<file path="src/rtl/prm_query_pkg.sv">
// Shared types and constants for the PRM obstacle-query sequencer.
package prm_query_pkg;

  localparam int unsigned CODE_W = 15;

  typedef enum logic [1:0] {
    IDLE,
    WAIT,
    SAMPLE,
    EMIT
  } seq_state_t;

  // Bits needed to hold a popcount of n mask bits (0..n).
  function automatic int unsigned pop_w(input int unsigned n);
    return $clog2(n + 1);
  endfunction

endpackage

</file>
<file path="src/rtl/prm_edge_query_seq_if.sv">
// Code stream, checker query bus and result stream of the PRM query sequencer.
// PRM_QUERY_STATS_EN adds out_popcnt and sat_flag.
interface prm_edge_query_seq_if
  import prm_query_pkg::*;
#(
  parameter int unsigned N_EDGE = 64,
  parameter int unsigned CNT_W  = 16
);
  localparam int unsigned POP_W = pop_w(N_EDGE);

  logic              in_valid;
  logic              in_ready;
  logic [CODE_W-1:0] in_code;
  logic              in_last;
  logic [CODE_W-1:0] q_code;
  logic              q_valid;
  logic [N_EDGE-1:0] edge_mask_in;
  logic              out_valid;
  logic              out_ready;
  logic [N_EDGE-1:0] out_blocked;
  logic [CNT_W-1:0]  out_count;
`ifdef PRM_QUERY_STATS_EN
  logic [POP_W-1:0]  out_popcnt;
  logic              sat_flag;

  modport master (
    input  in_valid, in_code, in_last, edge_mask_in, out_ready,
    output in_ready, q_code, q_valid, out_valid, out_blocked, out_count,
           out_popcnt, sat_flag
  );
  modport slave (
    output in_valid, in_code, in_last, edge_mask_in, out_ready,
    input  in_ready, q_code, q_valid, out_valid, out_blocked, out_count,
           out_popcnt, sat_flag
  );
`else
  modport master (
    input  in_valid, in_code, in_last, edge_mask_in, out_ready,
    output in_ready, q_code, q_valid, out_valid, out_blocked, out_count
  );
  modport slave (
    output in_valid, in_code, in_last, edge_mask_in, out_ready,
    input  in_ready, q_code, q_valid, out_valid, out_blocked, out_count
  );
`endif

endinterface

</file>
<file path="src/rtl/prm_mask_accum.sv">
// Per-frame OR accumulator of checker masks with a saturating code counter.
// PRM_QUERY_STATS_EN adds a registered popcount of the result and a sticky saturation flag.
module prm_mask_accum
  import prm_query_pkg::*;
#(
  parameter int unsigned N_EDGE = 64,
  parameter int unsigned CNT_W  = 16
) (
  input  logic              clk,
  input  logic              rst_n,
  input  logic              clear_i,
  input  logic              sample_en_i,
  input  logic              snapshot_i,
  input  logic [N_EDGE-1:0] mask_i,
  output logic [N_EDGE-1:0] blocked_o,
`ifdef PRM_QUERY_STATS_EN
  output logic [pop_w(N_EDGE)-1:0] popcnt_o,
  output logic              sat_o,
`endif
  output logic [CNT_W-1:0]  count_o
);
  localparam int unsigned POP_W = pop_w(N_EDGE);

  logic [N_EDGE-1:0] acc_q, acc_d, blocked_q, blocked_d, acc_or_c;
  logic [CNT_W-1:0]  cnt_q, cnt_d, count_q, count_d, cnt_inc_c;
  logic              cnt_max_c;

  assign acc_or_c  = acc_q | mask_i;
  assign cnt_max_c = (cnt_q == {CNT_W{1'b1}});
  assign cnt_inc_c = cnt_max_c ? cnt_q : cnt_q + CNT_W'(1);

  // Clear wins over accumulate so the snapshot cycle leaves a fresh frame behind.
  always_comb begin
    acc_d     = acc_q;
    cnt_d     = cnt_q;
    blocked_d = blocked_q;
    count_d   = count_q;
    if (sample_en_i) begin
      acc_d = acc_or_c;
      cnt_d = cnt_inc_c;
    end
    if (snapshot_i) begin
      blocked_d = acc_or_c;
      count_d   = cnt_inc_c;
    end
    if (clear_i) begin
      acc_d = '0;
      cnt_d = '0;
    end
  end

  always_ff @(posedge clk or negedge rst_n) begin
    if (!rst_n) begin
      acc_q     <= '0;
      cnt_q     <= '0;
      blocked_q <= '0;
      count_q   <= '0;
    end else begin
      acc_q     <= acc_d;
      cnt_q     <= cnt_d;
      blocked_q <= blocked_d;
      count_q   <= count_d;
    end
  end

  assign blocked_o = blocked_q;
  assign count_o   = count_q;

`ifdef PRM_QUERY_STATS_EN
  logic [POP_W-1:0] pop_c, popcnt_q;
  logic             sat_q;

  always_comb begin
    pop_c = '0;
    for (int i = 0; i < int'(N_EDGE); i++) begin
      pop_c = pop_c + POP_W'(acc_or_c[i]);
    end
  end

  // Sticky: a code arrived while the counter was already pinned at its maximum.
  always_ff @(posedge clk or negedge rst_n) begin
    if (!rst_n) begin
      popcnt_q <= '0;
      sat_q    <= 1'b0;
    end else begin
      if (snapshot_i) begin
        popcnt_q <= pop_c;
      end
      if (sample_en_i && cnt_max_c) begin
        sat_q <= 1'b1;
      end
    end
  end

  assign popcnt_o = popcnt_q;
  assign sat_o    = sat_q;
`endif

endmodule

</file>
<file path="src/rtl/prm_edge_query_seq.sv">
// Initiator of the PRM obstacle-check bank: one voxel code per query, OR-accumulated blocked-edge vector per frame.
// Optional statistics outputs (out_popcnt, sat_flag) are built when PRM_QUERY_STATS_EN is defined.
module prm_edge_query_seq
  import prm_query_pkg::*;
#(
  parameter int unsigned N_EDGE  = 64,
  parameter int unsigned CHK_LAT = 1,
  parameter int unsigned CNT_W   = 16
) (
  input logic                  CLK,
  input logic                  RST_N,
  prm_edge_query_seq_if.master bus
);
  localparam int unsigned TMR_W = 3;

  generate
    if (CHK_LAT < 1 || CHK_LAT > 4) begin : g_bad_chk_lat
      $error("prm_edge_query_seq: CHK_LAT must lie in 1..4");
    end
  endgenerate

  seq_state_t        state_q, state_d;
  logic [TMR_W-1:0]  timer_q, timer_d;
  logic [CODE_W-1:0] q_code_q, q_code_d;
  logic              last_q, last_d;
  logic              in_ready_q, in_ready_d;
  logic              q_valid_q, q_valid_d;
  logic              out_valid_q, out_valid_d;
  logic              sample_en_c, snapshot_c, clear_c;

  // Next-state and datapath controls.
  always_comb begin
    state_d     = state_q;
    timer_d     = timer_q;
    q_code_d    = q_code_q;
    last_d      = last_q;
    q_valid_d   = q_valid_q;
    out_valid_d = out_valid_q;
    in_ready_d  = 1'b0;
    sample_en_c = 1'b0;
    snapshot_c  = 1'b0;
    clear_c     = 1'b0;
    unique case (state_q)
      IDLE: begin
        if (bus.in_valid && in_ready_q) begin
          q_code_d  = bus.in_code;
          q_valid_d = 1'b1;
          last_d    = bus.in_last;
          timer_d   = TMR_W'(CHK_LAT);
          state_d   = WAIT;
        end
      end
      WAIT: begin
        timer_d = timer_q - TMR_W'(1);
        if (timer_q == TMR_W'(1)) begin
          state_d = SAMPLE;
        end
      end
      SAMPLE: begin
        sample_en_c = 1'b1;
        q_valid_d   = 1'b0;
        if (last_q) begin
          snapshot_c  = 1'b1;
          clear_c     = 1'b1;
          out_valid_d = 1'b1;
          state_d     = EMIT;
        end else begin
          state_d = IDLE;
        end
      end
      EMIT: begin
        if (out_valid_q && bus.out_ready) begin
          out_valid_d = 1'b0;
          state_d     = IDLE;
        end
      end
      default: state_d = IDLE;
    endcase
    // Registered ready tracks the state being entered, so it is high exactly while in IDLE.
    in_ready_d = (state_d == IDLE);
  end

  always_ff @(posedge CLK or negedge RST_N) begin
    if (!RST_N) begin
      state_q     <= IDLE;
      timer_q     <= '0;
      q_code_q    <= '0;
      last_q      <= 1'b0;
      in_ready_q  <= 1'b0;
      q_valid_q   <= 1'b0;
      out_valid_q <= 1'b0;
    end else begin
      state_q     <= state_d;
      timer_q     <= timer_d;
      q_code_q    <= q_code_d;
      last_q      <= last_d;
      in_ready_q  <= in_ready_d;
      q_valid_q   <= q_valid_d;
      out_valid_q <= out_valid_d;
    end
  end

  assign bus.in_ready  = in_ready_q;
  assign bus.q_code    = q_code_q;
  assign bus.q_valid   = q_valid_q;
  assign bus.out_valid = out_valid_q;

  prm_mask_accum #(
    .N_EDGE (N_EDGE),
    .CNT_W  (CNT_W)
  ) u_accum (
    .clk         (CLK),
    .rst_n       (RST_N),
    .clear_i     (clear_c),
    .sample_en_i (sample_en_c),
    .snapshot_i  (snapshot_c),
    .mask_i      (bus.edge_mask_in),
    .blocked_o   (bus.out_blocked),
`ifdef PRM_QUERY_STATS_EN
    .popcnt_o    (bus.out_popcnt),
    .sat_o       (bus.sat_flag),
`endif
    .count_o     (bus.out_count)
  );

endmodule
</file>
<file path="src/flat_wrapper.sv">
// flat-port wrapper written by rule: the top's interface ports become plain ports
module prm_edge_query_seq_flat import prm_query_pkg::*;
#(
  parameter int unsigned N_EDGE  = 64,
  parameter int unsigned CHK_LAT = 1,
  parameter int unsigned CNT_W   = 16
)
  (CLK, RST_N, bus_in_valid, bus_in_code, bus_in_last, bus_edge_mask_in, bus_out_ready, bus_in_ready, bus_q_code, bus_q_valid, bus_out_valid, bus_out_blocked, bus_out_count);
  prm_edge_query_seq_if #(.N_EDGE(N_EDGE), .CNT_W(CNT_W)) bus_i ();
  input logic CLK;
  input logic RST_N;
  input wire logic [$bits(bus_i.in_valid)-1:0] bus_in_valid;
  input wire logic [$bits(bus_i.in_code)-1:0] bus_in_code;
  input wire logic [$bits(bus_i.in_last)-1:0] bus_in_last;
  input wire logic [$bits(bus_i.edge_mask_in)-1:0] bus_edge_mask_in;
  input wire logic [$bits(bus_i.out_ready)-1:0] bus_out_ready;
  output wire logic [$bits(bus_i.in_ready)-1:0] bus_in_ready;
  output wire logic [$bits(bus_i.q_code)-1:0] bus_q_code;
  output wire logic [$bits(bus_i.q_valid)-1:0] bus_q_valid;
  output wire logic [$bits(bus_i.out_valid)-1:0] bus_out_valid;
  output wire logic [$bits(bus_i.out_blocked)-1:0] bus_out_blocked;
  output wire logic [$bits(bus_i.out_count)-1:0] bus_out_count;
  assign bus_i.in_valid = bus_in_valid;
  assign bus_i.in_code = bus_in_code;
  assign bus_i.in_last = bus_in_last;
  assign bus_i.edge_mask_in = bus_edge_mask_in;
  assign bus_i.out_ready = bus_out_ready;
  assign bus_in_ready = bus_i.in_ready;
  assign bus_q_code = bus_i.q_code;
  assign bus_q_valid = bus_i.q_valid;
  assign bus_out_valid = bus_i.out_valid;
  assign bus_out_blocked = bus_i.out_blocked;
  assign bus_out_count = bus_i.out_count;
  prm_edge_query_seq #(.N_EDGE(N_EDGE), .CHK_LAT(CHK_LAT), .CNT_W(CNT_W)) u_core (.CLK(CLK), .RST_N(RST_N), .bus(bus_i));
endmodule
</file>
<file path="config.mk">
export PLATFORM = sky130hd
export DESIGN_NAME = prm_edge_query_seq_flat
export DESIGN_NICKNAME = d
export VERILOG_FILES = /design/src/rtl/prm_query_pkg.sv /design/src/rtl/prm_edge_query_seq_if.sv /design/src/rtl/prm_mask_accum.sv /design/src/rtl/prm_edge_query_seq.sv /design/src/flat_wrapper.sv
export SDC_FILE = /design/constraint.sdc
export NUM_CORES = 1
export LEC_CHECK = 0
export BUFFER_PORTS_ARGS = -buffer_cell sky130_fd_sc_hd__buf_2
export CORE_MARGIN = 8
export CORE_UTILIZATION = 31
export CTS_CLUSTER_SIZE = 12
export DETAILED_ROUTE_END_ITERATION = 16
export RECOVER_POWER = 100
export SYNTH_ARGS = -nofsm -noshare
export SYNTH_HDL_FRONTEND = slang
export SYNTH_SLANG_ARGS = --single-unit
</file>
<file path="constraint.sdc">
create_clock -name CLK -period 2.09 [get_ports CLK]
set_clock_uncertainty 0.05 [all_clocks]
set_input_delay 0.209 -clock CLK [delete_from_list [all_inputs] [get_ports CLK]]
set_output_delay 0.209 -clock CLK [all_outputs]
set_load 0.01 [all_outputs]
</file>
# Word level (Yosys, flattened, before mapping)

Cells that the tools add are included.

Add/sub/neg operators: 2
Equal/unequal tests: 8
Multiplexer cells: 20
Bitwise logic cells: 1
Reduce and logical (&&, ||, !) cells: 12

Operators with widths:

| cell                                                                     | count |
|---|---|
| 64-bit 2-to-1 mux                                                        | 2 |
| 64-bit bitwise OR                                                        | 1 |
| 16-bit 2-to-1 mux                                                        | 3 |
| 16-bit by 1-bit adder with 16-bit output (second input constant)         | 1 |
| 16-bit equality test (second input constant)                             | 1 |
| 2-bit 2-to-1 mux                                                         | 4 |
| 2-bit case mux with 4 select lines                                       | 1 |
| 2-bit nonzero test                                                       | 4 |
| 1-bit 2-to-1 mux                                                         | 6 |
| 2-bit by 1-bit inequality test with 1-bit output (second input constant) | 3 |
| 3-bit case mux with 2 select lines                                       | 1 |
| 2-bit AND reduction                                                      | 3 |
| 2-bit equality test (second input constant)                              | 2 |
| 2-bit zero test                                                          | 2 |
| 1-bit case mux with 2 select lines                                       | 2 |
| 3-bit by 1-bit equality test with 1-bit output (second input constant)   | 1 |
| 3-bit 2-to-1 mux                                                         | 1 |
| 3-bit AND reduction                                                      | 1 |
| 3-bit by 1-bit subtractor with 3-bit output (second input constant)      | 1 |
| 2-bit by 1-bit equality test with 1-bit output (second input constant)   | 1 |
| 1-bit logical AND                                                        | 2 |

Bits in registers: 184
Input bits: 84
Output and inout port bits: 98
Logic and storage cells: 54

# Logic depth before layout (Yosys ltp)

Depth after elaboration: 4
Depth in mapped cells: 7
Mapped depth without buffers: 6

# Cells and area by module

From an unflattened synthesis, not the netlist that was laid out.

Cell total of the unflattened synthesis: 743
Area total of the unflattened synthesis: 7493.4 um^2

By module, submodules not included:

| module             | instances | cells each | area an instance (um^2) | sequential area each (um^2) |
|---|---|---|---|---|
| prm_mask_accum     | 1         | 671        | 6449.9                  | 4003.8 |
| prm_edge_query_seq | 1         | 72         | 1043.5                  | 600.6 |

# Least setup slack after synthesis

No wires, ideal clock.

Path kind: reg2reg
Start point: register u_core.u_accum.cnt_q[5]
End point: register u_core.u_accum.count_q[8], in the netlist u_core.u_accum.count_o[8]
Setup time: 0.092 ns
Data arrival time: 1.747 ns
Required time: 1.948 ns
Path slack: 0.202 ns
Cell stages (with the launch flop): 8
Buffers on the path: 3
Clock period less this slack: 1.888 ns
Path through: dfrtp_1 -> buf_4 -> nand4_2 -> buf_2 -> or4_4 -> buf_6 -> and3_1 -> o31ai_2

Cells in the longest elaborated chain, start to end: 2
Elaborated cells on any way between the ends: 3
Those cells by class: 1 x add/sub; 1 x eq/ne; 1 x mux

Ends and longest elaborated chain:

| what                                                                             | RTL line                                   | source |
|---|---|---|
| start, declared                                                                  | prm_mask_accum.sv:25                       | `logic [CNT_W-1:0] cnt_q, cnt_d, count_q, count_d, cnt_inc_c;` |
| start signal, assigned                                                           | prm_mask_accum.sv:60                       | `cnt_q <= cnt_d;` |
| 16-bit by 1-bit adder with 16-bit output or 16-bit equality test (tied branches) | prm_mask_accum.sv:30, prm_mask_accum.sv:29 |  |
| 16-bit 2-to-1 mux (*)                                                            | prm_mask_accum.sv:30                       | `assign cnt_inc_c = cnt_max_c ? cnt_q : cnt_q + CNT_W'(1);` |
| end signal, assigned                                                             | prm_mask_accum.sv:62                       | `count_q <= count_d;` |
| end, declared                                                                    | prm_mask_accum.sv:25                       |  |

Every way passes the cells marked *; elsewhere a longest branch is shown, timed or not.
A chain may end at the register's enable or synchronous reset.

# Final worst setup path

Start point: register u_core.u_accum.cnt_q[0]
End point: register u_core.u_accum.cnt_q[14]

Cells in the longest elaborated chain, start to end: 4
Elaborated cells on any way between the ends: 5
Those cells by class: 1 x add/sub; 1 x eq/ne; 3 x mux

Ends and longest elaborated chain:

| what                                                                             | RTL line                                   | source |
|---|---|---|
| 16-bit by 1-bit adder with 16-bit output or 16-bit equality test (tied branches) | prm_mask_accum.sv:30, prm_mask_accum.sv:29 |  |
| 16-bit 2-to-1 mux (*)                                                            | prm_mask_accum.sv:30                       |  |
| 16-bit 2-to-1 mux (*)                                                            | prm_mask_accum.sv:38                       | `if (sample_en_i) begin` |
| 16-bit 2-to-1 mux (*)                                                            | prm_mask_accum.sv:46                       | `if (clear_i) begin` |

Every way passes the cells marked *; elsewhere a longest branch is shown, timed or not. The select of a mux whose other input is x is not followed.

==> summary.txt <==
Floorplan
  • Core area: 23960 sq um
  • Die area: 29310 sq um
  • # rows: 57
  • Initial Utilization: 31.16%
  • Die Ht: 171.2 um
  • Die outline width: 171.2 um
  • Top Ports: 182

Clock tree
  • Post CTS Setup Buffer Count: 0
  • Clock Latency Late Sink: 420 ps
  • Clock transition at path regs: 70 ps
  • CTS tree: built
  • Clock root cell: clkbuf_16
  • CTS H-tree depth: 4
  • CTS Sinks: 184
  • CTS buffer count: 17
  • Longest Clk Path Bufs: 2

Pwr
  • Sw frac: 36.77%
  • Clk pwr share: 25.3%
  • Leak: 4.684 nW
  • Reg power frac: 45.3%
  • Internal: 8.487 mW
  • Gate power share: 29.4%
  • Switch Pwr: 4.935 mW
  • Overall power: 13.42 mW
  • VDD IR-drop max: 0.5271 mV
  • Power Density: 1325 nW/um^2

Synthesis
  • Post-synth EDFFs: 0
  • Post-Synthesis Cell Area: 7467 sq um
  • Synth unique cells: 43
  • Syn Area/Cell: 9.428 sq um
  • Gate count of the mapped netlist: 792
  • Post-synthesis sequential area ratio: 61.66%
  • Mapped Nets: 879
  • Top FF cell, synth: dfrtp_1
  • Async S/R FF share, synth: 100.0%
  • Synth warn: 0
  • Synth Register Bits: 184

Global route
  • GRT Total Usage: 14.36%
  • Number of global-route vias before repair: 6586
  • First-pass GRT wire length: 33730 um
  • Gr ovfl total: 0
  • Antenna violations before repair: 1
  • Largest net degree at the start of global routing: 95

Final layout
  • Most common cell after layout, fill and taps aside: nand2_1
  • Sequential cell area: 4604 sq um
  • Leading cell types in the layout, fill and taps excluded: nand2_1, dfrtp_1, clkbuf_1
  • Layout Cell Area excl Fill: 10130 sq um
  • Filler cells: 2416
  • Fraction of layout instances using a drive strength above 1: 13.99%
  • Area grow syn2layout: 35.66%
  • Multi-input gate area: 2644 sq um
  • Layout Nets: 1139
  • N_diodes: 0
  • Post-layout util: 42.27%

STA
  • RSZ-0062 raised after global routing: no
  • Final Max Slew Viols: 0
  • Crit path time final: 1915 ps
  • Endpoints failing setup: 0
  • Final hold vios: 0
  • Slew @ Worst Pin: 1088 ps
  • Highest achievable clock rate: 522.2 MHz
  • Slew headroom: 27.49%
  • Period utilization: 91.63%
  • Setup TNS: 0 ps

Setup path
  • Critical path data required time: 2340 ps
  • Setup crit end kind: flip-flop
  • Max stage delay on crit path: 490 ps
  • CP startpoint: u_core.u_accum.cnt_q[0]
  • Worst Path Arrival: 2170 ps
  • R2R Path Start: u_core.u_accum.cnt_q[0]
  • Crit start category: flip-flop
  • Crit path kind: flip-flop to flip-flop
  • Cells along the critical path: ha_1 > nand3_1 > or3_1 > o31ai_1 > a21oi_1
  • CP max-delay cell: or3_1
  • Crit-path max FO: 10

Outcome
  • Outcome: finished clean

Route
  • Via/cell ratio: 4.631
  • Vias: 6432
  • Drt drc: 0
  • Drt initial violations: 375
  • Drt pass-1 iters: 4
  • DR WL/cell: 14.87 um
  • WL final: 20660 um
  • Final antenna-violating net count: 0

Placed design
  • Gp weighted congestion: 0.8445
  • DP HPWL: 13510 um
  • I/O Buffers: 181
  • DP Area: 8885 sq um

Worst hold path
  • Worst min-delay path startpoint: bus_out_ready
  • Hold Crit Class: primary input to flip-flop

Job
  • Max cap viols: 0
[stage by stage]
step	setup slack [ps]	hold WS [ps]	instances
global route	23.71	93.43	1389
detailed placement	191.6	138.7	1276
floorplan	201.6	-136.6	792
finish	174.9	53.19	1389
global placement	263.4	141.2	1276
CTS	193.8	18.71	1389
[path summary, 6_finish.rpt]
| kind | end | slack, ps | cells past startpoint |
|---|---|---|---|
| worst max-delay path | u_core.u_accum.cnt_q[14] | 170 | 5 |
| worst min register to register | u_core.u_accum.blocked_o[13] | 410 | 2 |
| worst min-delay path | u_core.bus.out_valid | 50 | 4 |
| min in group asynchronous | u_core.bus.q_code[0] | 230 | 2 |
| worst max register to register | u_core.u_accum.cnt_q[14] | 170 | 5 |
| max in group asynchronous | u_core.u_accum.blocked_o[32] | 340 | 3 |
[power by group through the flow]
stage / clock [mW] / sequential, mW / combinational (mW)
after floorplan: 0 / 6.37 / 1.98
after global placement: 0 / 6.06 / 4.09
after detailed placement: 0 / 6.11 / 4.19
after CTS: 3.53 / 6.06 / 4.30
after global routing: 3.66 / 6.30 / 4.58
final: 3.39 / 6.08 / 3.95
[area by class of cell]
| cell class | instances | area share (%) |
|---|---|---|
| Sequential cell | 184 | 45.45 |
| Multi-Input combinational cell | 552 | 26.10 |
| Timing Repair Buffer | 293 | 18.16 |
| Clock buffer | 18 | 4.335 |
| Tap cell | 324 | 4.002 |
| Clock inverter | 14 | 1.803 |
| Inverter | 4 | 0.1482 |
[sequential cells by signal (all words and copies together), names as in the netlist]
register,flops
u_core.bus.in_ready,1
u_core.state_q,2
u_core.u_accum.blocked_o,64
u_core.bus.q_valid,1
u_core.bus.out_valid,1
u_core.bus.q_code,15
u_core.u_accum.count_o,16
u_core.u_accum.acc_q,64
u_core.last_q,1
u_core.u_accum.cnt_q,16
u_core.timer_q,3
[cells in the mapped netlist, types with 2 or more instances]
master / instances / area (sq um)
mux2i_1: 2 / 20.02
and4_1: 4 / 35.03
nor3_1: 7 / 35.03
nor2b_1: 2 / 12.51
buf_4: 2 / 15.01
or3_1: 9 / 56.30
o21ai_0: 85 / 425.4
nand2_1: 208 / 780.8
nor2_1: 79 / 296.5
nor4_1: 5 / 31.28
o211ai_1: 6 / 45.04
nand4_1: 7 / 43.79
nand2b_1: 3 / 18.77
dfrtp_1: 184 / 4604
inv_1: 4 / 15.01
clkbuf_1: 38 / 142.6
a31o_2: 2 / 17.52
ha_1: 3 / 37.54
buf_1: 3 / 11.26
a21oi_1: 78 / 390.4
o311ai_0: 5 / 43.79
nand3_1: 11 / 55.05
xnor2_1: 2 / 17.52
buf_2: 8 / 40.04
a31oi_1: 10 / 62.56
and3_1: 4 / 25.02
o31ai_1: 5 / 37.54
[routing by layer]
layer | track usage (%) | vias to the layer above | wire length (um)
li1 | - | 3205 | -
met1 | 18.66 | 3057 | 9457
met2 | 23.55 | 155 | 9933
met3 | 2.915 | 13 | 1020
met4 | 4.991 | 2 | 232
met5 | 0 | - | 12
[kinds of logic (layout without fill, tap and decap cells)]
group                    count (synthesis)  after routing  synth area share (%)
adder cells (fa/ha/maj)                  3              3                0.5027
AO/OA/AOI/OAI                          200            200                 14.78
flip-flops                             184            184                 61.66
multiplexers                             2              2                0.2681
XOR/XNOR                                 2              2                0.2346
AND/OR/NAND/NOR                        345            345                 19.40
buffers and inverters                   56            329                 3.150
[timing repair]
item	CTS	global route
hold buffers	81	0
resized for setup	0	0
endpoints found under the hold margin	190	0
[worst max-delay path: cells and delay by family, from the launching register on]
| kind | cells | cell delay (ps) |
|---|---|---|
| flip-flops | 1 | 370 |
| AND/OR/NAND/NOR | 2 | 770 |
| adder cells (fa/ha/maj) | 1 | 240 |
| AO/OA/AOI/OAI | 2 | 360 |
Note: power is estimated with default switching activity, not from simulation.
